## config.mk

```make
export PLATFORM = sky130hd
export DESIGN_NAME = quad_updown_decoder
export DESIGN_NICKNAME = d
export VERILOG_FILES = /design/src/rtl/quad_pkg.sv /design/src/rtl/quad_input_filter.sv /design/src/rtl/quad_updown_decoder.sv
export SDC_FILE = /design/constraint.sdc
export NUM_CORES = 1
export LEC_CHECK = 0
export BUFFER_PORTS_ARGS = -buffer_cell sky130_fd_sc_hd__buf_4
export CORE_MARGIN = 3
export CORE_UTILIZATION = 55
export DETAILED_ROUTE_END_ITERATION = 16
export GPL_TIMING_DRIVEN = 0
export PLACE_DENSITY_LB_ADDON = 0.1
export SLEW_MARGIN = 25
export SYNTH_ARGS = -nofsm -noshare
export SYNTH_HDL_FRONTEND = slang
export SYNTH_SLANG_ARGS = --single-unit
```

## constraint.sdc

```tcl
create_clock -name i_clk -period 3.2 [get_ports i_clk]
set_input_delay 0.16 -clock i_clk [delete_from_list [all_inputs] [get_ports i_clk]]
set_output_delay 0.16 -clock i_clk [all_outputs]
set_load 0.05 [all_outputs]
```

## src/rtl/quad_pkg.sv

```systemverilog
// Shared definitions for the quadrature up/down decoder.
//   QUAD_Sxx  : {A,B} encodings of the four quadrature states.
//   quad_evt_t: classification of one prev->cur transition.
//   quad_dir  : classifies a transition as a legal step (with direction), illegal, or no event.
package quad_pkg;

    localparam logic [1:0] QUAD_S00 = 2'b00;
    localparam logic [1:0] QUAD_S10 = 2'b10;
    localparam logic [1:0] QUAD_S11 = 2'b11;
    localparam logic [1:0] QUAD_S01 = 2'b01;

    typedef struct packed {
        logic valid;    // legal single-bit Gray step
        logic up;       // direction of the step (1 = A leads)
        logic illegal;  // both channels changed at once
    } quad_evt_t;

    function automatic quad_evt_t quad_dir(input logic [1:0] prev, input logic [1:0] cur);
        quad_evt_t evt;
        evt = '0;
        case ({prev, cur})
            {QUAD_S00, QUAD_S10},
            {QUAD_S10, QUAD_S11},
            {QUAD_S11, QUAD_S01},
            {QUAD_S01, QUAD_S00}: begin
                evt.valid = 1'b1;
                evt.up    = 1'b1;
            end
            {QUAD_S00, QUAD_S01},
            {QUAD_S01, QUAD_S11},
            {QUAD_S11, QUAD_S10},
            {QUAD_S10, QUAD_S00}: begin
                evt.valid = 1'b1;
                evt.up    = 1'b0;
            end
            {QUAD_S00, QUAD_S11},
            {QUAD_S11, QUAD_S00},
            {QUAD_S10, QUAD_S01},
            {QUAD_S01, QUAD_S10}: begin
                evt.illegal = 1'b1;
            end
            default: evt = '0;
        endcase
        return evt;
    endfunction

endpackage

```

## src/rtl/quad_input_filter.sv

```systemverilog
// Two-flop synchroniser followed by a level-acceptance glitch filter for one
// quadrature channel. A new synchronised level is accepted only after it has
// differed from the current filtered level for FILTER_CYCLES consecutive cycles.
//   clk      : system clock (rising edge)
//   rst      : asynchronous active-high reset
//   raw      : asynchronous input pin
//   filtered : synchronised, de-glitched level
module quad_input_filter #(
    parameter int FILTER_CYCLES = 4
) (
    input  logic clk,
    input  logic rst,
    input  logic raw,
    output logic filtered
);

    localparam int CW = (FILTER_CYCLES > 1) ? $clog2(FILTER_CYCLES) : 1;
    localparam logic [CW-1:0] TC = CW'(FILTER_CYCLES - 1);

    logic          sync1;
    logic          sync2;
    logic [CW-1:0] cnt;

    always_ff @(posedge clk or posedge rst) begin
        if (rst) begin
            sync1    <= 1'b0;
            sync2    <= 1'b0;
            cnt      <= '0;
            filtered <= 1'b0;
        end else begin
            sync1 <= raw;
            sync2 <= sync1;
            if (sync2 != filtered) begin
                // Accept on the FILTER_CYCLES-th consecutive cycle of disagreement.
                if (cnt == TC) begin
                    filtered <= sync2;
                    cnt      <= '0;
                end else begin
                    cnt <= cnt + CW'(1);
                end
            end else begin
                cnt <= '0;
            end
        end
    end

endmodule

```

## src/rtl/quad_updown_decoder.sv

```systemverilog
// Quadrature (A/B) decoder with position counter. Each pin is synchronised and
// glitch-filtered, Gray transitions are decoded against the previous filtered
// state, legal steps move the count up or down, and double-bit jumps are flagged.
//   i_clk        : system clock (rising edge)
//   i_rst        : asynchronous active-high reset
//   i_a, i_b     : quadrature pins, asynchronous to i_clk
//   i_clr        : synchronous clear of o_count and o_err_sticky
//   o_step       : one-cycle pulse per legal transition
//   o_dir        : direction of the last legal step (1 = up)
//   o_count      : position, modulo 2^WIDTH
//   o_wrap       : one-cycle pulse when the count wraps in either direction
//   o_err        : one-cycle pulse on an illegal transition
//   o_err_sticky : latched error, cleared by i_clr or i_rst
module quad_updown_decoder
    import quad_pkg::*;
#(
    parameter int WIDTH         = 8,
    parameter int FILTER_CYCLES = 4
) (
    input  logic             i_clk,
    input  logic             i_rst,
    input  logic             i_a,
    input  logic             i_b,
    input  logic             i_clr,
    output logic             o_step,
    output logic             o_dir,
    output logic [WIDTH-1:0] o_count,
    output logic             o_wrap,
    output logic             o_err,
    output logic             o_err_sticky
);

    localparam logic [WIDTH-1:0] CNT_MAX = '1;
    localparam logic [WIDTH-1:0] CNT_ONE = WIDTH'(1);

    logic      a_filt;
    logic      b_filt;
    logic [1:0] cur;
    logic [1:0] prev;
    quad_evt_t evt;

    quad_input_filter #(.FILTER_CYCLES(FILTER_CYCLES)) u_filt_a (
        .clk      (i_clk),
        .rst      (i_rst),
        .raw      (i_a),
        .filtered (a_filt)
    );

    quad_input_filter #(.FILTER_CYCLES(FILTER_CYCLES)) u_filt_b (
        .clk      (i_clk),
        .rst      (i_rst),
        .raw      (i_b),
        .filtered (b_filt)
    );

    assign cur = {a_filt, b_filt};
    assign evt = quad_dir(prev, cur);

    always_ff @(posedge i_clk or posedge i_rst) begin
        if (i_rst) begin
            prev         <= QUAD_S00;
            o_step       <= 1'b0;
            o_dir        <= 1'b0;
            o_count      <= '0;
            o_wrap       <= 1'b0;
            o_err        <= 1'b0;
            o_err_sticky <= 1'b0;
        end else begin
            prev   <= cur;
            o_step <= 1'b0;
            o_wrap <= 1'b0;
            o_err  <= 1'b0;

            if (evt.valid) begin
                o_step <= 1'b1;
                o_dir  <= evt.up;
                if (evt.up) begin
                    o_count <= o_count + CNT_ONE;
                    o_wrap  <= (o_count == CNT_MAX);
                end else begin
                    o_count <= o_count - CNT_ONE;
                    o_wrap  <= (o_count == '0);
                end
            end

            if (evt.illegal) begin
                o_err        <= 1'b1;
                o_err_sticky <= 1'b1;
            end

            // Clear wins over a coincident step or error; step/dir/err pulses
            // still report what happened on the pins.
            if (i_clr) begin
                o_count      <= '0;
                o_wrap       <= 1'b0;
                o_err_sticky <= 1'b0;
            end
        end
    end

endmodule

```

[Word level (Yosys, flattened, before mapping)]
Cells that the tools add are included.
Word-level totals
  bits in registers: 25
  bits of input ports: 5
  output and inout bits: 13
  word-level logic and storage cells: 60
Operators by class
  $add $sub $neg: 4
  eq/ne operators: 17
  multiplexer cells: 16
  reduce and logical (&&, ||, !) cells: 8
Operators with widths (number)
  $eq A4 B4 Y1 const B: 6
  $mux W8: 3
  $eq A4 B3 Y1 const B: 3
  $reduce_or A4 Y1: 3
  $add A8 B1 Y8 const B: 1
  $eq A4 B2 Y1 const B: 2
  $eq A8 B8 Y1 const B: 1
  $logic_not A8 Y1: 1
  $mux W1: 8
  $mux W2: 4
  $sub A8 B1 Y8 const B: 1
  $add A2 B1 Y2 const B: 2
  $eq A2 B2 Y1 const B: 2
  $eq A4 B1 Y1 const B: 1
  $pmux W2 S2: 1
  $reduce_and A2 Y1: 2
  $reduce_bool A2 Y1: 2
  $ne A1 B1 Y1: 2

[Depth between registers and ports, before layout]
Gate-level depths: netlist (run 1).
  depth after elaboration: 6
  mapped depth: 9
  mapped depth without buffers: 9

[By module]
A second synthesis (run 1) with hierarchy kept.
Unflattened totals
  cells, all modules: 135
  area total of the unflattened synthesis: 1366.3 µm²
Modules (own cells, without submodules)
  quad_updown_decoder: instances 1, cells each 113, area an instance 1011.0 µm², seq. area each 375.4 µm²
  quad_input_filter: instances 2, cells each 11, area an instance 177.7 µm², seq. area each 125.1 µm²

[Worst setup path before layout (run 1)]
No wires, ideal clock.
  path kind: register -> register
  start: reg u_filt_b.filtered
  end: reg o_count[7]
  setup time: 0.074 ns
  data arrival time: 2.169 ns
  data required time: 3.126 ns
  setup slack: 0.957 ns
  cell stages (with the launch flop): 9
  buffers on the path: 0
  clock period less this slack: 2.243 ns
  cells stage by stage: dfrtp_1 -> xnor2_1 -> nand2_2 -> ha_1 -> a21oi_1 -> a211oi_1 -> or4_4 -> a211o_1 -> o21ai_2
Between the ends
  longest elaborated chain between the ends: 6
  elaborated cells between the ends (all ways): 15
  classes of those cells: eq/ne: 8; mux: 4; reduce/logical: 3
Ends and longest elaborated chain
  start: declaration: RTL line quad_input_filter.sv:14  | output logic filtered
  start signal: assignment: RTL line quad_input_filter.sv:36  | filtered <= sync2;
  $eq A4 B1 Y1 (tied with other cells): RTL line quad_pkg.sv:21  | case ({prev, cur})
  $reduce_or A4 Y1: RTL line quad_pkg.sv:21
  $pmux W2 S2 (*): RTL line quad_pkg.sv:21
  $mux W8: RTL line quad_updown_decoder.sv:77  | if (evt.up) begin
  $mux W8: RTL line quad_updown_decoder.sv:74  | if (evt.valid) begin
  $mux W8: RTL line quad_updown_decoder.sv:93  | if (i_clr) begin
  end signal: assignment: RTL line quad_updown_decoder.sv:78  | o_count <= o_count + CNT_ONE;
  end signal: assignment: RTL line quad_updown_decoder.sv:81  | o_count <= o_count - CNT_ONE;
  end: declaration: RTL line quad_updown_decoder.sv:27  | output logic [WIDTH-1:0] o_count,
Mark *: on every way between the ends. The rest lies on a longest branch, timed or not. The select of a mux whose other input is x is not followed.
A chain may end at the register's enable or synchronous reset.

[Worst setup path in the final report (run 1)]
  start: reg u_filt_a.filtered
  end: reg o_count[7]
Between the ends
  longest elaborated chain between the ends: 6
  elaborated cells between the ends (all ways): 15
  classes of those cells: eq/ne: 8; mux: 4; reduce/logical: 3
Ends and longest elaborated chain (RTL line)
  start: declaration: quad_input_filter.sv:14
  start signal: assignment: quad_input_filter.sv:36
  $eq A4 B1 Y1 (tied with other cells): quad_pkg.sv:21
  $reduce_or A4 Y1: quad_pkg.sv:21
  $pmux W2 S2 (*): quad_pkg.sv:21
  $mux W8: quad_updown_decoder.sv:77
  $mux W8: quad_updown_decoder.sv:74
  $mux W8: quad_updown_decoder.sv:93
Marked as above.

==> metrics.log, run 1 <==
[metrics] run status: complete, no violations
[metrics] cell with the biggest individual delay on the critical path: or4_4
[metrics] worst flop-to-flop path endpoint: o_count[7]$_DFFE_PP0P_
[metrics] Yosys top cell by area: dfrtp_1
[metrics] die extent in x: 53.2 um
[metrics] Die Span Y: 53.2 um
[metrics] aggregate negative setup slack: 0 ps
[metrics] per-cell routed wire length: 14.6 um
[metrics] flip-flop cell with the highest count after synthesis: dfrtp_1
[metrics] final period utilization: 77.3%
[metrics] clock tree from TritonCTS: done
[metrics] final number of hold-violating endpoints: 0
[metrics] global-route wire length before repair: 4240 um
[metrics] count of endpoints failing setup in the final report: 0
[metrics] clk_lat worst skew: 320 ps
[metrics] unique cell type count in the Yosys netlist: 32
[metrics] number of DRC markers in iteration 0: 12
[metrics] worst path arrival time: 2740 ps
[metrics] number of clock buffers inserted by TritonCTS: 3
[metrics] Multi-input gate area: 572 um2
[metrics] fraction of the mapped netlist area in compound gates: 11.0%
[metrics] remaining global-route overflow: 0
[metrics] delay of the slowest cell on the worst path: 490 ps
[metrics] mean cell area of the mapped netlist: 10.7 um2
[metrics] class of the most critical setup path: flip-flop to flip-flop
[metrics] global-route usage over all layers: 21.1%
[metrics] area growth from synthesis to layout: 17.4%
[metrics] post-CTS setup repair buffer count: 0
[metrics] Worst R2R Setup Slack: 730 ps
[metrics] cell types with the largest area share after synthesis: dfrtp_1 (51%), ha_1 (8.2%), xnor2_1 (5.7%), nor3_1 (2.9%), nand2_1 (2.8%)
[metrics] area of the core region: 2040 um2
[metrics] Post-synth EDFFs: 0
[metrics] final-layout fill cell count: 163
[metrics] initial antenna violation count: 0
[metrics] warnings from Yosys: 0
[metrics] via count of the routed design: 933
[metrics] Crit path required time: 3470 ps
[metrics] Post-Route Skew: 3.50 ps
[metrics] vias per cell: 5.65
[metrics] register area share after synthesis: 51.1%
[metrics] number of search-and-repair iterations in the first detailed-routing pass: 4
[metrics] Mapped Nets: 129
[metrics] total area of sequential cells: 626 um2
[metrics] Worst Max-Slew Pin Slew: 896 ps
[metrics] Critical Path Fanout Max: 10
[metrics] count of inserted antenna diode cells: 0
[metrics] area share of the largest cell type after synthesis: 51.1%
[metrics] Post-synth ARST share: 100%
[metrics] die area: 2830 um2
[metrics] post-synthesis share of cell area spent on full adders, half adders and majority gates: 9.81%
[metrics] total number of placement rows: 16
[metrics] FF-to-FF path depth: 8
[metrics] Max-slew headroom: 40.2%
[metrics] vias in the first global route: 941
[metrics] initial core utilization: 60.0%
[metrics] most frequent cells after synthesis: dfrtp_1 (25), nand2_1 (9), nor2_1 (9)
[metrics] dpl cells: 159
[metrics] Max Slew Vio Count: 0
[metrics] clock-pin slew on the worst setup and hold paths: 150 ps
[metrics] root buffer cell: clkbuf_4
[metrics] maximum level of the CTS H-tree: 1
[metrics] combinational family with the most area after synthesis: simple AND/OR/NAND/NOR gates
[metrics] unrepaired setup endpoints after global routing: no
[metrics] nature of the critical path startpoint: flip-flop
[metrics] flop and latch count out of synthesis: 25
[metrics] layout cells sized above 1: 20.3%
[metrics] count of clock tree sinks: 25
[metrics] weighted congestion reported at the end of routability-driven placement: 0.845
[metrics] Post-Route WL: 2400 um
[metrics] pin count of the biggest net entering global routing: 26
[metrics] crit-path cells: xor2_1 > nand2_2 > ha_1 > a21oi_1 > a211oi_1 > or4_4 > a211o_1 > o21ai_2
[metrics] final standard cell count with taps included and fillers excluded: 165
[metrics] DRC violation count after routing: 0
[metrics] simple logic cell fraction of the synthesized area: 17.6%
[metrics] minimum clock period: 2470 ps
[metrics] type of destination of the critical path: flip-flop
[metrics] gate count after technology mapping: 115
[metrics] number of nets in the layout: 153
[metrics] worst reg2reg startpoint: u_filt_a.filtered$_DFFE_PP0P_
[metrics] post-route antenna net violation count: 0
[metrics] ports placed on the boundary: 18
[metrics] synthesized area: 1220 um2
[metrics] number of input and output port buffers inserted: 17
[metrics] most common cell in the netlist: dfrtp_1
[metrics] portion of netlist area occupied by mux cells: 1.84%
[metrics] path category of the worst min-delay check: input port to asynchronous set/reset pin
[metrics] HPWL after detailed placement: 1690 um
[metrics] upper clock frequency limit: 0.404 GHz
[metrics] count of max-cap constraint violations: 0
[metrics] number of buffers on the longest clock path: 2
[metrics] fraction of synthesized cell area in xor and xnor cells: 6.44%
layout by cell type, fill, tap and decap left out, drive strengths merged, types with 4 or more instances in the layout:
master	Yosys	final
a21oi	6	6
buf	1	18
clkbuf	1	4
dfrtp	25	25
ha	8	8
inv	5	6
nand2	10	10
nor2	9	9
nor3	7	7
o21ai	6	6
xnor2	8	8
area by class of cell:
type,count,area share (%)
Sequential cell,25,43.5
Multi-Input combinational cell,83,39.8
Timing Repair Buffer,19,10.3
Tap cell,27,2.35
Clock buffer,3,1.57
Inverter,5,1.31
Clock inverter,1,0.609
Buffer,2,0.609
kinds of logic (layout without fill, tap and decap cells):
group | Yosys count | after routing
fa+ha+maj | 9 | 9
compound gates | 21 | 21
mux | 2 | 2
simple gates | 42 | 42
flops | 25 | 25
xor+xnor | 9 | 9
buf+inv | 7 | 30
per-stage QoR:
stage / util [%] / hold slack [ps] / setup WS [ps] / area [um2]
global placement: 67.9 / 269 / 819 / 1390
detailed placement: 67.9 / 271 / 743 / 1390
CTS: 70.4 / 34.3 / 702 / 1440
finish: 70.4 / 10.7 / 726 / 1440
global route: 70.4 / 58.0 / 519 / 1440
floorplan: - / 187 / 957 / 1220
worst max-delay path, delay by kind of cell, from the launching register on:
family                     cells  cell delay (ps)
DFF                            1              470
xor gates and xnor gates       1              210
adders and majority gates      1              380
AOI/OAI and AO/OA              4              670
and+or+nand+nor                2              680
sequential cells by signal, indices dropped and copies added, names as in the netlist:
register	count
u_filt_a.sync2	1
o_err_sticky	1
o_wrap	1
o_count	8
u_filt_a.cnt	2
u_filt_b.sync1	1
u_filt_b.filtered	1
u_filt_b.sync2	1
u_filt_b.cnt	2
o_err	1
u_filt_a.filtered	1
prev	2
o_dir	1
o_step	1
u_filt_a.sync1	1
metal layers:
| metal | global-route usage (%) | wire length [um] | up-vias |
|---|---|---|---|
| li1 | - | - | 447 |
| met2 | 34.5 | 1140 | 37 |
| met3 | 3.94 | 164 | 6 |
| met5 | 0 | 0 | - |
| met4 | 8.51 | 47 | 0 |
| met1 | 27.4 | 1050 | 443 |
worst max path at each step:
stage	endpoint	cells past startpoint	startpoint	slack (ps)
after detailed placement	o_count[7]$_DFFE_PP0P_	8	u_filt_a.filtered$_DFFE_PP0P_	740
final	o_count[7]$_DFFE_PP0P_	8	u_filt_a.filtered$_DFFE_PP0P_	730
after floorplan	o_count[7]$_DFFE_PP0P_	8	u_filt_b.filtered$_DFFE_PP0P_	960
after CTS	o_count[7]$_DFFE_PP0P_	8	u_filt_a.filtered$_DFFE_PP0P_	700
after global routing	o_count[7]$_DFFE_PP0P_	8	u_filt_a.filtered$_DFFE_PP0P_	520
after global placement	o_count[7]$_DFFE_PP0P_	8	u_filt_b.filtered$_DFFE_PP0P_	820
timing repair:
item                      4_1_cts  5_1_grt
hold endpoints to repair        2        0
resized for setup               0        0
hold buffers                    2        0
Power of run 1 is left out: the tool's default activity adds up to more than one toggle a clock period on the data nets, which glitch-free logic cannot reach.
==> inputs of run 2 (changes only) <==
ABC_AREA = 1   (was not set)
CORE_UTILIZATION = 50   (was 55)
clock period = 2.1 ns   (was 3.2 ns; I/O delays follow)
==> metrics.log, run 2 <==
[metrics] run status: complete, no violations (unchanged)
[metrics] flip-flop cell with the highest count after synthesis: dfrtp_1 (unchanged)
[metrics] count of endpoints failing setup in the final report: 0 (unchanged)
[metrics] weighted congestion reported at the end of routability-driven placement: 0.874 (was 0.845)
[metrics] synthesized area: 1360 um2 (was 1220 um2)
[metrics] GRT met1 Usage: 24.1% (was 27.4%)
[metrics] type of destination of the critical path: flip-flop (unchanged)
[metrics] cell with the biggest individual delay on the critical path: dfrtp_1 (was or4_4)
[metrics] layout cells sized above 1: 26.4% (was 20.3%)
[metrics] global-route wire length before repair: 4500 um (was 4240 um)
[metrics] flop and latch count out of synthesis: 25 (unchanged)
[metrics] area growth from synthesis to layout: 21.8% (was 17.4%)
[metrics] Post-Route WL: 2640 um (was 2400 um)
[metrics] worst path bufs/invs: 2 (was 0)
[metrics] worst path arrival time: 2190 ps (was 2740 ps)
[metrics] cell types with the largest area share after synthesis: dfrtp_1 (46%), nand2_1 (14%), ha_1 (7.3%), inv_1 (6.1%), nor2_1 (3.0%) (was dfrtp_1 (51%), ha_1 (8.2%), xnor2_1 (5.7%), nor3_1 (2.9%), nand2_1 (2.8%))
[metrics] Die Span Y: 58.2 um (was 53.2 um)
[metrics] number of clock buffers inserted by TritonCTS: 3 (unchanged)
[metrics] Mapped Nets: 176 (was 129)
[metrics] count of max-cap constraint violations: 0 (unchanged)
[metrics] unique cell type count in the Yosys netlist: 24 (was 32)
[metrics] crit-path cells: inv_1 > nand2_1 > nand2_2 > nand2_4 > ha_1 > or2_2 > nand3_1 > nand2_1 > inv_1 > nand2_1 > nand3_1 > nand2_1 (was xor2_1 > nand2_2 > ha_1 > a21oi_1 > a211oi_1 > or4_4 > a211o_1 > o21ai_2)
[metrics] total area of sequential cells: 629 um2 (was 626 um2)
[metrics] HPWL after detailed placement: 1880 um (was 1690 um)
[metrics] Post-synth ARST share: 100% (unchanged)
[metrics] initial core utilization: 53.5% (was 60.0%)
[metrics] clk_lat worst skew: 330 ps (was 320 ps)
[metrics] final standard cell count with taps included and fillers excluded: 223 (was 165)
[metrics] aggregate negative setup slack: 0 ps (unchanged)
[metrics] register area share after synthesis: 45.9% (was 51.1%)
[metrics] die area: 3390 um2 (was 2830 um2)
[metrics] path category of the worst min-delay check: flip-flop to flip-flop (was input port to asynchronous set/reset pin)
[metrics] Crit path required time: 2340 ps (was 3470 ps)
[metrics] top library cells by usage in the layout, fill and taps aside: nand2_1 (49), buf_4 (22), dfrtp_1 (22) (was dfrtp_1 (25), buf_4 (17), nor2_1 (9), nand2_1 (9))
[metrics] Post-Route Skew: 2.81 ps (was 3.50 ps)
[metrics] count of inserted antenna diode cells: 0 (unchanged)
[metrics] mean cell area of the mapped netlist: 8.41 um2 (was 10.7 um2)
[metrics] Critical Path Fanout Max: 5 (was 10)
[metrics] class of the most critical setup path: flip-flop to flip-flop (unchanged)
[metrics] count of clock tree sinks: 25 (unchanged)
[metrics] area share of the largest cell type after synthesis: 45.9% (was 51.1%)
[metrics] final number of hold-violating endpoints: 0 (unchanged)
[metrics] worst hold slack across all endpoints: 367 ps (was 10.7 ps)
[metrics] worst reg2reg startpoint: prev[1]$_DFF_PP0_ (was u_filt_a.filtered$_DFFE_PP0P_)
[metrics] Max-slew headroom: 38.4% (was 40.2%)
[metrics] via count of the routed design: 1121 (was 933)
[metrics] Critical Path Start: prev[1]$_DFF_PP0_ (was u_filt_a.filtered$_DFFE_PP0P_)
[metrics] initial antenna violation count: 0 (unchanged)
[metrics] die extent in x: 58.2 um (was 53.2 um)
[metrics] number of search-and-repair iterations in the first detailed-routing pass: 4 (unchanged)
[metrics] minimum clock period: 1940 ps (was 2470 ps)
[metrics] clock tree from TritonCTS: done (unchanged)
[metrics] maximum level of the CTS H-tree: 1 (unchanged)
[metrics] final period utilization: 92.6% (was 77.3%)
[metrics] number of DRC markers in iteration 0: 48 (was 12)
[metrics] number of input and output port buffers inserted: 17 (unchanged)
[metrics] post-route antenna net violation count: 0 (unchanged)
[metrics] cell occurring most often along the worst timing path: nand2_1
[metrics] warnings from Yosys: 0 (unchanged)
[metrics] most frequent cells after synthesis: nand2_1 (51), dfrtp_1 (25), inv_1 (22) (was dfrtp_1 (25), nand2_1 (9), nor2_1 (9))
[metrics] area of the core region: 2540 um2 (was 2040 um2)
[metrics] per-cell routed wire length: 11.8 um (was 14.6 um)
[metrics] global-route usage over all layers: 17.1% (was 21.1%)
[metrics] root buffer cell: clkbuf_4 (unchanged)
[metrics] nature of the critical path startpoint: flip-flop (unchanged)
[metrics] Multi-input gate area: 659 um2 (was 572 um2)
[metrics] DRC violation count after routing: 0 (unchanged)
[metrics] ports placed on the boundary: 18 (unchanged)
[metrics] met2 GRT Util: 27.1% (was 34.5%)
[metrics] vias in the first global route: 1061 (was 941)
[metrics] total number of placement rows: 18 (was 16)
[metrics] Max Slew Vio Count: 0 (unchanged)
[metrics] most common cell in the netlist: nand2_1 (was dfrtp_1)
[metrics] remaining global-route overflow: 0 (unchanged)
[metrics] dpl cells: 209 (was 159)
[metrics] clock-pin slew on the worst setup and hold paths: 150 ps (about the same)
[metrics] kind of cell with the highest combined delay on the critical path: simple AND/OR/NAND/NOR gates (unchanged)
[metrics] register ranked first by flip-flop count: o_count (unchanged)
[metrics] met3 track demand over resource in global routing: 2.23% (was 3.94%)
[metrics] Worst Max-Slew Pin Slew: 923 ps (was 896 ps)
[metrics] launch instance of the worst min-delay path: u_filt_a.sync1$_DFF_PP0_
[metrics] vias per cell: 5.03 (was 5.65)
[metrics] Yosys top cell by area: dfrtp_1 (unchanged)
[metrics] pin count of the biggest net entering global routing: 26 (unchanged)
[metrics] delay of the slowest cell on the worst path: 450 ps (was 490 ps)
[metrics] number of flip-flops under the largest register name: 8 (unchanged)
[metrics] number of buffers on the longest clock path: 2 (unchanged)
[metrics] gate count after technology mapping: 162 (was 115)
[metrics] grt peak-use layer: met2 (unchanged)
[metrics] number of nets in the layout: 208 (was 153)
[metrics] final-layout fill cell count: 236 (was 163)
[metrics] commonest non-fill, non-tap cell in the layout: nand2_1 (was dfrtp_1)
[metrics] upper clock frequency limit: 0.514 GHz (was 0.404 GHz)
[metrics] Post-synth EDFFs: 0 (unchanged)
==> run 2: changes by cell type after synthesis, moves of 3 or more <==
cell      change
nand2_1      +42
inv_1        +18
nor3_1        -5
nand2_2       +4
xnor2_1       -4
a211oi_1      -3
a21oi_1       -3
nand2_4       +3
nor2b_1       -3
==> run 2: cells by family (layout without fill, tap and decap cells) <==
kind of cell,count (synthesis),after routing,synth area share [%]
AND/OR/NAND/NOR,84,85,28.2
flip-flops,25,25,45.9
buffers and inverters,25,55,7.07
AO/OA/AOI/OAI,13,13,6.15
adder cells (fa/ha/maj),9,9,8.82
XOR/XNOR,6,6,3.86
==> run 2: stage by stage <==
step	worst slack, ps	utilization, %	instance area, um2
after floorplan	238	-	1360
after global placement	45.8	60.0	1530
after detailed placement	-5.49	60.0	1530
after CTS	24.1	62.9	1600
after global routing	-2.41	65.2	1660
final	156	65.2	1660
==> run 2: area by class of cell <==
cell class | instances | share of cell area [%]
Tap cell | 30 | 2.26
Inverter | 25 | 5.81
Multi-Input combinational cell | 113 | 39.7
Clock buffer | 3 | 1.36
Clock inverter | 1 | 0.528
Sequential cell | 25 | 37.9
Timing Repair Buffer | 26 | 12.4
==> run 2: repair_timing <==
item | 4_1_cts | 5_1_grt
setup buffers | 0 | 5
hold buffers | 4 | 0
pin swaps | 0 | 1
gates cloned | 0 | 1
hold endpoints to repair | 28 | 0
setup endpoints to repair | 1 | 5
gates resized for setup | 2 | 6
==> run 2: path summary, 6_finish.rpt <==
path                       slack (ps)  cells after the start                  endpoint
setup / recovery                  160                     12    o_count[7]$_DFFE_PP0P_
hold / removal                    370                      0  u_filt_a.sync2$_DFF_PP0_
setup reg to reg                  160                     12    o_count[7]$_DFFE_PP0P_
hold reg to reg                   370                      0  u_filt_a.sync2$_DFF_PP0_
max in group asynchronous         960                      3         prev[0]$_DFF_PP0_
min in group asynchronous         520                      3    o_count[1]$_DFFE_PP0P_
==> run 2: layer usage <==
layer	up-vias	wire, um
li1	577	-
met1	517	1310
met2	22	1200
met3	5	93
met4	0	41
met5	-	0
Power of run 2 is left out for the same reason.
==> inputs of run 3 (changes only) <==
RECOVER_POWER = 50   (was not set)
==> metrics.log, run 3 (synthesis gave the netlist of run 2 again) <==
[metrics] run status: complete, no violations (unchanged)
[metrics] minimum clock period: 1960 ps (was 1940 ps)
[metrics] worst path bufs/invs: 2 (unchanged)
[metrics] total number of placement rows: 18 (unchanged)
[metrics] count of endpoints failing setup in the final report: 0 (unchanged)
[metrics] worst path arrival time: 2210 ps (was 2190 ps)
[metrics] via count of the routed design: 1122 (was 1121)
[metrics] path category of the worst min-delay check: flip-flop to flip-flop (unchanged)
[metrics] top library cells by usage in the layout, fill and taps aside: nand2_1 (49), dfrtp_1 (23), inv_1 (21) (was nand2_1 (49), buf_4 (22), dfrtp_1 (22))
[metrics] cell occurring most often along the worst timing path: nand2_1 (unchanged)
[metrics] count of max-cap constraint violations: 0 (unchanged)
[metrics] dpl cells: 209 (unchanged)
[metrics] per-cell routed wire length: 11.8 um (about the same)
[metrics] clock tree from TritonCTS: done (unchanged)
[metrics] root buffer cell: clkbuf_4 (unchanged)
[metrics] Critical Path Fanout Max: 6 (was 5)
[metrics] final number of hold-violating endpoints: 0 (unchanged)
[metrics] Crit path required time: 2340 ps (about the same)
[metrics] Post-Route Skew: 2.00 ps (was 2.81 ps)
[metrics] remaining global-route overflow: 0 (unchanged)
[metrics] vias per cell: 5.03 (about the same)
[metrics] HPWL after detailed placement: 1880 um (unchanged)
[metrics] Multi-input gate area: 659 um2 (unchanged)
[metrics] commonest non-fill, non-tap cell in the layout: nand2_1 (unchanged)
[metrics] final standard cell count with taps included and fillers excluded: 223 (unchanged)
[metrics] class of the most critical setup path: flip-flop to flip-flop (unchanged)
[metrics] ports placed on the boundary: 18 (unchanged)
[metrics] Max Slew Vio Count: 0 (unchanged)
[metrics] register ranked first by flip-flop count: o_count (unchanged)
[metrics] nature of the critical path startpoint: flip-flop (unchanged)
[metrics] Die Span Y: 58.2 um (unchanged)
[metrics] count of clock tree sinks: 25 (unchanged)
[metrics] Worst Max-Slew Pin Slew: 918 ps (was 923 ps)
[metrics] delay of the slowest cell on the worst path: 480 ps (was 450 ps)
[metrics] area growth from synthesis to layout: 17.8% (was 21.8%)
[metrics] number of nets in the layout: 208 (unchanged)
[metrics] final-layout fill cell count: 251 (was 236)
[metrics] Max-slew headroom: 38.7% (was 38.4%)
[metrics] type of destination of the critical path: flip-flop (unchanged)
[metrics] initial core utilization: 53.5% (unchanged)
[metrics] total area of sequential cells: 628 um2 (was 629 um2)
[metrics] global-route usage over all layers: 17.1% (unchanged)
[metrics] number of search-and-repair iterations in the first detailed-routing pass: 4 (unchanged)
[metrics] global-route wire length before repair: 4500 um (unchanged)
[metrics] maximum level of the CTS H-tree: 1 (unchanged)
[metrics] Worst R2R Setup Slack: 140 ps (was 160 ps)
[metrics] number of input and output port buffers inserted: 17 (unchanged)
[metrics] vias in the first global route: 1061 (unchanged)
[metrics] DRC violation count after routing: 0 (unchanged)
[metrics] die extent in x: 58.2 um (unchanged)
[metrics] final period utilization: 93.6% (was 92.6%)
[metrics] crit-path cells: inv_2 > nand2_1 > nand2_2 > nand2_4 > ha_1 > or2_2 > nand3_1 > nand2_1 > inv_1 > nand2_1 > nand3_1 > nand2_1 (was inv_1 > nand2_1 > nand2_2 > nand2_4 > ha_1 > or2_2 > nand3_1 > nand2_1 > inv_1 > nand2_1 > nand3_1 > nand2_1)
[metrics] upper clock frequency limit: 0.509 GHz (was 0.514 GHz)
[metrics] layout cells sized above 1: 18.7% (was 26.4%)
[metrics] number of buffers on the longest clock path: 2 (unchanged)
[metrics] number of DRC markers in iteration 0: 40 (was 48)
[metrics] kind of cell with the highest combined delay on the critical path: simple AND/OR/NAND/NOR gates (unchanged)
[metrics] area of the core region: 2540 um2 (unchanged)
[metrics] clk_lat worst skew: 330 ps (about the same)
[metrics] count of inserted antenna diode cells: 0 (unchanged)
[metrics] cell with the biggest individual delay on the critical path: dfrtp_1 (unchanged)
[metrics] Post-Route WL: 2620 um (was 2640 um)
[metrics] pin count of the biggest net entering global routing: 26 (unchanged)
[metrics] weighted congestion reported at the end of routability-driven placement: 0.874 (unchanged)
[metrics] initial antenna violation count: 0 (unchanged)
[metrics] die area: 3390 um2 (unchanged)
[metrics] clock-pin slew on the worst setup and hold paths: 150 ps (about the same)
[metrics] post-route antenna net violation count: 0 (unchanged)
[metrics] number of flip-flops under the largest register name: 8 (unchanged)
[metrics] number of clock buffers inserted by TritonCTS: 3 (unchanged)
## run 3: cell types whose count changed in the layout (fill, tap and decap cells not counted)
| cell | delta |
|---|---|
| clkbuf_4 | +3 |
| dfrtp_2 | -1 |
| buf_4 | -17 |
| dfrtp_1 | +1 |
| clkbuf_1 | +14 |
## run 3: path summary, 6_finish.rpt
check,from,endpoint,cells past startpoint
worst max-delay path,u_filt_b.filtered$_DFFE_PP0P_,o_count[7]$_DFFE_PP0P_,12
worst min-delay path,u_filt_a.sync1$_DFF_PP0_,u_filt_a.sync2$_DFF_PP0_,0
worst max register to register,u_filt_b.filtered$_DFFE_PP0P_,o_count[7]$_DFFE_PP0P_,12
worst min register to register,u_filt_a.sync1$_DFF_PP0_,u_filt_a.sync2$_DFF_PP0_,0
max in group asynchronous,i_rst,u_filt_a.filtered$_DFFE_PP0P_,3
min in group asynchronous,i_rst,u_filt_b.sync1$_DFF_PP0_,3
## run 3: what timing repair did
action	CTS	global route
cloned	0	1
setup endpoints to repair	1	5
hold buffers	4	0
hold endpoints to repair	28	0
pin swaps	0	1
resized for setup	2	6
setup buffers	0	5
## run 3: metal layers
layer | share of wire (%) | GRT usage [%] | wire, um | vias up
li1 | - | - | - | 575
met1 | 49 | 24.1 | 1300 | 520
met4 | 1.6 | 5.96 | 41 | 0
met3 | 3.6 | 2.23 | 94 | 5
met2 | 45 | 27.1 | 1190 | 22
met5 | 0 | 0 | 0 | -
## run 3: per-stage QoR
stage	setup WS (ps)	util, %	TNS (ps)	cell area, um2	hold WS [ps]
CTS	24.1	62.9	0	1600	372
floorplan	238	-	0	1360	132
finish	135	63.1	0	1610	367
global placement	45.8	60.0	0	1530	215
detailed placement	-5.49	60.0	-5.49	1530	216
global route	-10.6	63.1	-10.6	1610	381
## run 3: cell type report
class / instances / share of cell area (%)
multi-input combinational: 113 / 41.1
clock inverter: 1 / 0.546
inverter: 25 / 6.00
timing repair buffer: 26 / 9.51
sequential: 25 / 39.1
tap: 30 / 2.34
clock buffer: 3 / 1.40
Power of run 3 is left out for the same reason.
